$ cat src/rtl/tt_um_falcon.sv
// Modular arithmetic unit over the Falcon prime field: add, subtract, multiply and reduce
// 14-bit operands mod Q, loaded and started through a byte-wide strobed command port.
module tt_um_falcon #(
    parameter int unsigned Q = 12289
) (
    input  logic       clk,
    input  logic       rst_n,
    input  logic       ena,
    input  logic [7:0] ui_in,
    input  logic [7:0] uio_in,
    output logic [7:0] uo_out,
    output logic [7:0] uio_out,
    output logic [7:0] uio_oe
);

    localparam logic [15:0] QW  = 16'(Q);
    localparam logic [15:0] Q2W = 16'(2 * Q);

    localparam logic [2:0] CmdLdALo = 3'd1;
    localparam logic [2:0] CmdLdAHi = 3'd2;
    localparam logic [2:0] CmdLdBLo = 3'd3;
    localparam logic [2:0] CmdLdBHi = 3'd4;
    localparam logic [2:0] CmdStart = 3'd5;
    localparam logic [2:0] CmdSel   = 3'd6;

    localparam logic [1:0] OpAdd = 2'd0;
    localparam logic [1:0] OpSub = 2'd1;
    localparam logic [1:0] OpMul = 2'd2;
    localparam logic [1:0] OpRed = 2'd3;

    // Counter value on the final busy cycle: latency minus one.
    localparam logic [4:0] LastShort = 5'd1;
    localparam logic [4:0] LastMul   = 5'd15;
    localparam logic [4:0] MulSteps  = 5'd14;

    typedef enum logic [0:0] {StIdle, StBusy} state_e;

    state_e      state_q, state_d;
    logic [13:0] a_q, a_d;
    logic [13:0] b_q, b_d;
    logic [13:0] r_q, r_d;
    logic [1:0]  op_q, op_d;
    logic        sel_q, sel_d;
    logic        done_q, done_d;
    logic [4:0]  cnt_q, cnt_d;
    logic [13:0] acc_q, acc_d;
    logic [13:0] mcand_q, mcand_d;
    logic [13:0] mplier_q, mplier_d;

    logic        wr_en;
    logic [2:0]  cmd;
    logic        start;
    logic        last;
    logic        busy;
    logic [15:0] a_red;
    logic [15:0] b_red;
    logic [15:0] sum_red;
    logic [15:0] diff_red;
    logic [15:0] step_raw;
    logic [15:0] step_red;
    logic [15:0] result;
    logic        unused_bits;

    function automatic logic [15:0] red1(input logic [15:0] x);
        return (x >= QW) ? x - QW : x;
    endfunction

    assign wr_en = uio_in[0];
    assign cmd   = uio_in[3:1];
    assign start = wr_en && (cmd == CmdStart) && (state_q == StIdle);
    assign last  = (cnt_q == ((op_q == OpMul) ? LastMul : LastShort));

    // Operands span 0..16383 < 2Q, so one conditional subtract brings them into range.
    always_comb begin
        a_red    = red1({2'b00, a_q});
        b_red    = red1({2'b00, b_q});
        sum_red  = red1(a_red + b_red);
        diff_red = (a_red >= b_red) ? (a_red - b_red) : (a_red + QW - b_red);
    end

    // MSB-first shift-add step: 2*acc + mcand < 3Q, so at most 2Q must be removed.
    always_comb begin
        step_raw = {1'b0, acc_q, 1'b0} + (mplier_q[13] ? {2'b00, mcand_q} : 16'd0);
        step_red = (step_raw >= Q2W) ? (step_raw - Q2W) : red1(step_raw);
    end

    always_comb begin
        unique case (op_q)
            OpAdd:   result = sum_red;
            OpSub:   result = diff_red;
            OpMul:   result = {2'b00, acc_q};
            OpRed:   result = a_red;
            default: result = 16'd0;
        endcase
    end

    // State register
    always_ff @(posedge clk) begin
        if (rst_n) begin
            state_q <= StIdle;
        end else begin
            state_q <= state_d;
        end
    end

    // Next-state logic
    always_comb begin
        state_d = state_q;
        unique case (state_q)
            StIdle:  if (start) state_d = StBusy;
            StBusy:  if (last) state_d = StIdle;
            default: state_d = StIdle;
        endcase
    end

    // Datapath registers
    always_ff @(posedge clk) begin
        if (rst_n) begin
            a_q      <= '0;
            b_q      <= '0;
            r_q      <= '0;
            op_q     <= '0;
            sel_q    <= 1'b0;
            done_q   <= 1'b0;
            cnt_q    <= '0;
            acc_q    <= '0;
            mcand_q  <= '0;
            mplier_q <= '0;
        end else begin
            a_q      <= a_d;
            b_q      <= b_d;
            r_q      <= r_d;
            op_q     <= op_d;
            sel_q    <= sel_d;
            done_q   <= done_d;
            cnt_q    <= cnt_d;
            acc_q    <= acc_d;
            mcand_q  <= mcand_d;
            mplier_q <= mplier_d;
        end
    end

    always_comb begin
        a_d      = a_q;
        b_d      = b_q;
        r_d      = r_q;
        op_d     = op_q;
        sel_d    = sel_q;
        done_d   = done_q;
        cnt_d    = cnt_q;
        acc_d    = acc_q;
        mcand_d  = mcand_q;
        mplier_d = mplier_q;
        if (state_q == StIdle) begin
            if (wr_en) begin
                case (cmd)
                    CmdLdALo: a_d[7:0]  = ui_in;
                    CmdLdAHi: a_d[13:8] = ui_in[5:0];
                    CmdLdBLo: b_d[7:0]  = ui_in;
                    CmdLdBHi: b_d[13:8] = ui_in[5:0];
                    CmdStart: begin
                        op_d     = ui_in[1:0];
                        done_d   = 1'b0;
                        cnt_d    = '0;
                        acc_d    = '0;
                        mcand_d  = a_red[13:0];
                        mplier_d = b_q;
                    end
                    CmdSel:   sel_d = ui_in[0];
                    default:  ;
                endcase
            end
        end else begin
            cnt_d = cnt_q + 5'd1;
            if ((op_q == OpMul) && (cnt_q < MulSteps)) begin
                acc_d    = step_red[13:0];
                mplier_d = {mplier_q[12:0], 1'b0};
            end
            if (last) begin
                done_d = 1'b1;
                r_d    = result[13:0];
            end
        end
    end

    // Outputs
    always_comb begin
        busy    = (state_q == StBusy);
        uo_out  = sel_q ? {2'b00, r_q[13:8]} : r_q[7:0];
        uio_out = {1'b0, (r_q == '0), done_q, busy, 4'b0000};
        uio_oe  = 8'hF0;
    end

    assign unused_bits = ^{ena, uio_in[7:4], a_red[15:14], b_red[15:14], sum_red[15:14],
                           diff_red[15:14], step_red[15:14], result[15:14]};

endmodule

$ cat config.mk
export PLATFORM = sky130hd
export DESIGN_NAME = tt_um_falcon
export DESIGN_NICKNAME = d
export VERILOG_FILES = /design/src/rtl/tt_um_falcon.sv
export SDC_FILE = /design/constraint.sdc
export NUM_CORES = 1
export LEC_CHECK = 0
export CORE_MARGIN = 1
export CORE_UTILIZATION = 29
export DETAILED_ROUTE_END_ITERATION = 16
export HOLD_SLACK_MARGIN = 0.1
export PLACE_DENSITY_LB_ADDON = 0.3
export SETUP_SLACK_MARGIN = 0.2
export SLEW_MARGIN = 20
export SYNTH_ARGS = -nofsm -noshare
export SYNTH_HDL_FRONTEND = slang
export SYNTH_SLANG_ARGS = --single-unit
$ cat constraint.sdc
create_clock -name clk -period 9.91 [get_ports clk]
set_clock_uncertainty 0.15 [all_clocks]
set_input_delay 0.991 -clock clk [delete_from_list [all_inputs] [get_ports clk]]
set_output_delay 0.991 -clock clk [all_outputs]
set_load 0.03 [all_outputs]
==> reports/metrics.cfg <==
[synth]
synth_ff_type=dfxtp_1
ys_warn_count=0
syn_inst=1127
ys_seq_elements=94
async_flop_share_pct=0
netlist_area_sq_mm=0.008941
synth_area_per_cell_sq_um=7.934
yosysUniqueCellTypes=88
synth-edff-count=0
synth.area.top_cells=dfxtp_1 21%, ha_1 9.8%, mux2i_1 5.6%
yosysSeqAreaShare_pct=21.05
synth_top_area_cell=dfxtp_1
synth_top_area_share_pct=21.05

[finish]
post-route-util_pct=32.31
final_common_cell=nor2_1
n_antenna_cell=0
fin_nets=1214
final_cell_mix=130 x nor2_1, 94 x dfxtp_1, 76 x nand2_1
area_growth_pct=8.228
drive_above_1_share_pct=6.541

[floorplan]
die_h_um=177.6
die_width_um=177.6
fp.dieArea_sq_mm=0.03154
rows=63
initial_core_util_pct=29.85
boundaryPins=43
core_area_sq_mm=0.02995

[worst_setup_path]
worstSetupStartpoint=a_q[2]$_SDFFE_PP0P_
cp_top_family=compound AO/OA/AOI/OAI gates
cpPeakStageDelay_ns=0.72
cp_num_buf_inv=1
crit_cells=18
crit_path_end_kind=flop
crit_path_cell_trace=or4_1 > or4b_2 > o21bai_1 > nor2_1 > a21oi_1 > inv_1 > ha_1 > fa_1 > a211oi_4 > o21ai_1 > a311o_1 > nand4b_4 > or4b_4 > nor4b_4 > o31a_1 > mux2i_1 > nor4b_1 > o31a_1
r2r_cells=18
cpMostUsedCell=o31a_1
required_ns=10.00
endpoint=r_q[0]$_SDFFE_PP0P_
crit_type=flop to flop
arrival_ns=7.11
r2r-end=r_q[0]$_SDFFE_PP0P_
ff2ff_setup_slack_ns=2.88
cp_max_fo=20
start_kind=flop
r2r_start=a_q[2]$_SDFFE_PP0P_
slowest_stage=or4b_2

[cts]
cts_hold_buf=0
cts_buffers=9
tritoncts=built
cts.reportedPaths.clkPinSlew_ns=0.08
clockBufferDepth=2
htree_levels=3
cts_setup_buffers=0
clock_tree.root_cell=clkbuf_16
cts_sinks=94
clk_latency_ns=0.36
ctsResizeCount=0

[placement]
io_buffers=24
place_congestion=0.8414
pre_cts_slack_ns=2.969
dpl.hpwl_um=19710

[sta]
setup_ws_ns=2.884
final.setup.tns_ns=0
max-slew-margin-rel_pct=33.68
setup_viol=0
grt_setup_unrepaired=false
layout_worst_path_cycle_share_pct=70.90
hold_viol=0
fin_crit_ns=7.026
max_freq_mhz=142.3
worst_pin_slew_ns=0.9860
drv_slew=0
holdWs_ns=0.3005

[grt]
grt.total_usage_pct=16.08
grt_pass1_vias=7261
grt_overflow=0
antenna_found_initial=0
grt_max_degree=71
grt_pass1_wl_um=40080

[route]
antenna_left=0
drt_first_iter_violations=658
via_count=7966
drc_errors=0
wirelength_um=24970
avgRoutedWirePerCell_um=16.58
vias_per_cell=5.290
firstDrtPassIters=5

[pwr]
p_leak_uw=0.003911
ir_drop_mv=0.07888
p_per_area_mw_per_mm2=99.72

[status]
status=finished clean

[min_path]
hold_path.class=flop to flop

[run]
max_cap_violations=0

==> state kept, by name, indices dropped and copies added (netlist names) <==
register and flops:
a_q 14, cnt_q 5, op_q 2, done_q 1, sel_q 1, mcand_q 14, acc_q 14, mplier_q 14
b_q 14, busy 1, r_q 14
==> cells by family (layout without fill, tap and decap cells) <==
group                    count (synthesis)  after routing  synth area share [%]
AO/OA/AOI/OAI                          291            291                 22.71
XOR/XNOR                                70             70                 6.857
adder cells (fa/ha/maj)                 84             84                 12.93
buffers and inverters                  137            115                 7.347
flip-flops                              94             94                 21.05
multiplexers                            60             60                 6.885
other                                    2             13               0.08399
AND/OR/NAND/NOR                        389            389                 22.14
==> worst min path at each step <==
stage / startpoint / endpoint / slack, ns / depth (start not counted)
floorplan: mcand_q[12]$_SDFFE_PP0P_ / mcand_q[12]$_SDFFE_PP0P_ / 0.28 / 2
global placement: mcand_q[13]$_SDFFE_PP0P_ / mcand_q[13]$_SDFFE_PP0P_ / 0.29 / 2
detailed placement: mcand_q[13]$_SDFFE_PP0P_ / mcand_q[13]$_SDFFE_PP0P_ / 0.29 / 2
CTS: mcand_q[13]$_SDFFE_PP0P_ / mcand_q[13]$_SDFFE_PP0P_ / 0.30 / 2
global route: mcand_q[1]$_SDFFE_PP0P_ / mcand_q[1]$_SDFFE_PP0P_ / 0.32 / 2
finish: mcand_q[13]$_SDFFE_PP0P_ / mcand_q[13]$_SDFFE_PP0P_ / 0.30 / 2
==> report_power, final <==
group          switching (uW)  leakage [uW]  internal [uW]  total, uW
clock                     182      0.000145            180        361
combinational             131       0.00301           81.0        212
sequential               7.11      0.000760            384        391
==> final cells by class <==
type / instances / area (sq um)
clock inverter: 7 / 75.07
fill: 3163 / 20280
multi-input combinational: 907 / 6460
timing repair buffer: 32 / 295.3
clock buffer: 9 / 225.2
inverter: 67 / 251.5
sequential: 94 / 1882
tap: 390 / 488.0
==> per-stage QoR <==
| step | area (sq um) | total power, uW | cells |
|---|---|---|---|
| 5_1_grt | 9677 | 1007 | 1506 |
| 2_1_floorplan | 8982 | 561.8 | 1138 |
| 4_1_cts | 9674 | 968.6 | 1506 |
| 3_5_place_dp | 9374 | 609.4 | 1490 |
| 6_report | 9677 | 964.9 | 1506 |
| 3_3_place_gp | 9369 | 608.7 | 1490 |
==> synthesized netlist by cell type, types with 5 or more instances <==
| cell | number |
|---|---|
| o21ai_0 | 56 |
| o31ai_1 | 5 |
| xnor2_1 | 47 |
| a211o_1 | 6 |
| and2_1 | 21 |
| buf_4 | 16 |
| fa_1 | 14 |
| nand2b_1 | 10 |
| nor2_1 | 131 |
| a31oi_1 | 15 |
| nand4_1 | 8 |
| a221oi_1 | 10 |
| mux2_2 | 8 |
| a22o_1 | 6 |
| nor3b_1 | 7 |
| o311ai_0 | 5 |
| o21bai_1 | 9 |
| o21a_1 | 8 |
| nand2_1 | 76 |
| buf_6 | 6 |
| nor2b_1 | 9 |
| or4_1 | 6 |
| clkbuf_1 | 36 |
| buf_2 | 6 |
| inv_1 | 66 |
| dfxtp_1 | 94 |
| nor4b_1 | 5 |
| and3_1 | 10 |
| nand3_1 | 20 |
| or3_1 | 7 |
| a21oi_1 | 61 |
| o211ai_1 | 8 |
| mux2i_1 | 50 |
| o31a_2 | 6 |
| a211oi_1 | 32 |
| nor4_1 | 25 |
| nor3_1 | 26 |
| ha_1 | 70 |
| or2_2 | 9 |
| a21o_1 | 12 |
| xor2_1 | 23 |
==> routing by layer <==
metal | routed length, um | GRT usage [%] | vias up
met5 | 0 | 0 | -
met4 | 272 | 3.205 | 0
met3 | 708 | 1.778 | 15
met1 | 12160 | 21.90 | 3830
met2 | 11820 | 27.20 | 129
li1 | - | - | 3992
==> worst reg2reg max path, cell delays in order (launching register included) <==
cell      delay [ns]
dfxtp_1         0.38
or4_1           0.57
or4b_2          0.72
o21bai_1        0.45
nor2_1          0.08
a21oi_1         0.45
inv_1           0.14
ha_1            0.26
fa_1            0.45
a211oi_4        0.33
o21ai_1         0.12
a311o_1         0.40
nand4b_4        0.21
or4b_4          0.61
nor4b_4         0.24
o31a_1          0.67
mux2i_1         0.20
nor4b_1         0.20
o31a_1          0.29
No activity file was read; power rests on OpenSTA's default activity.
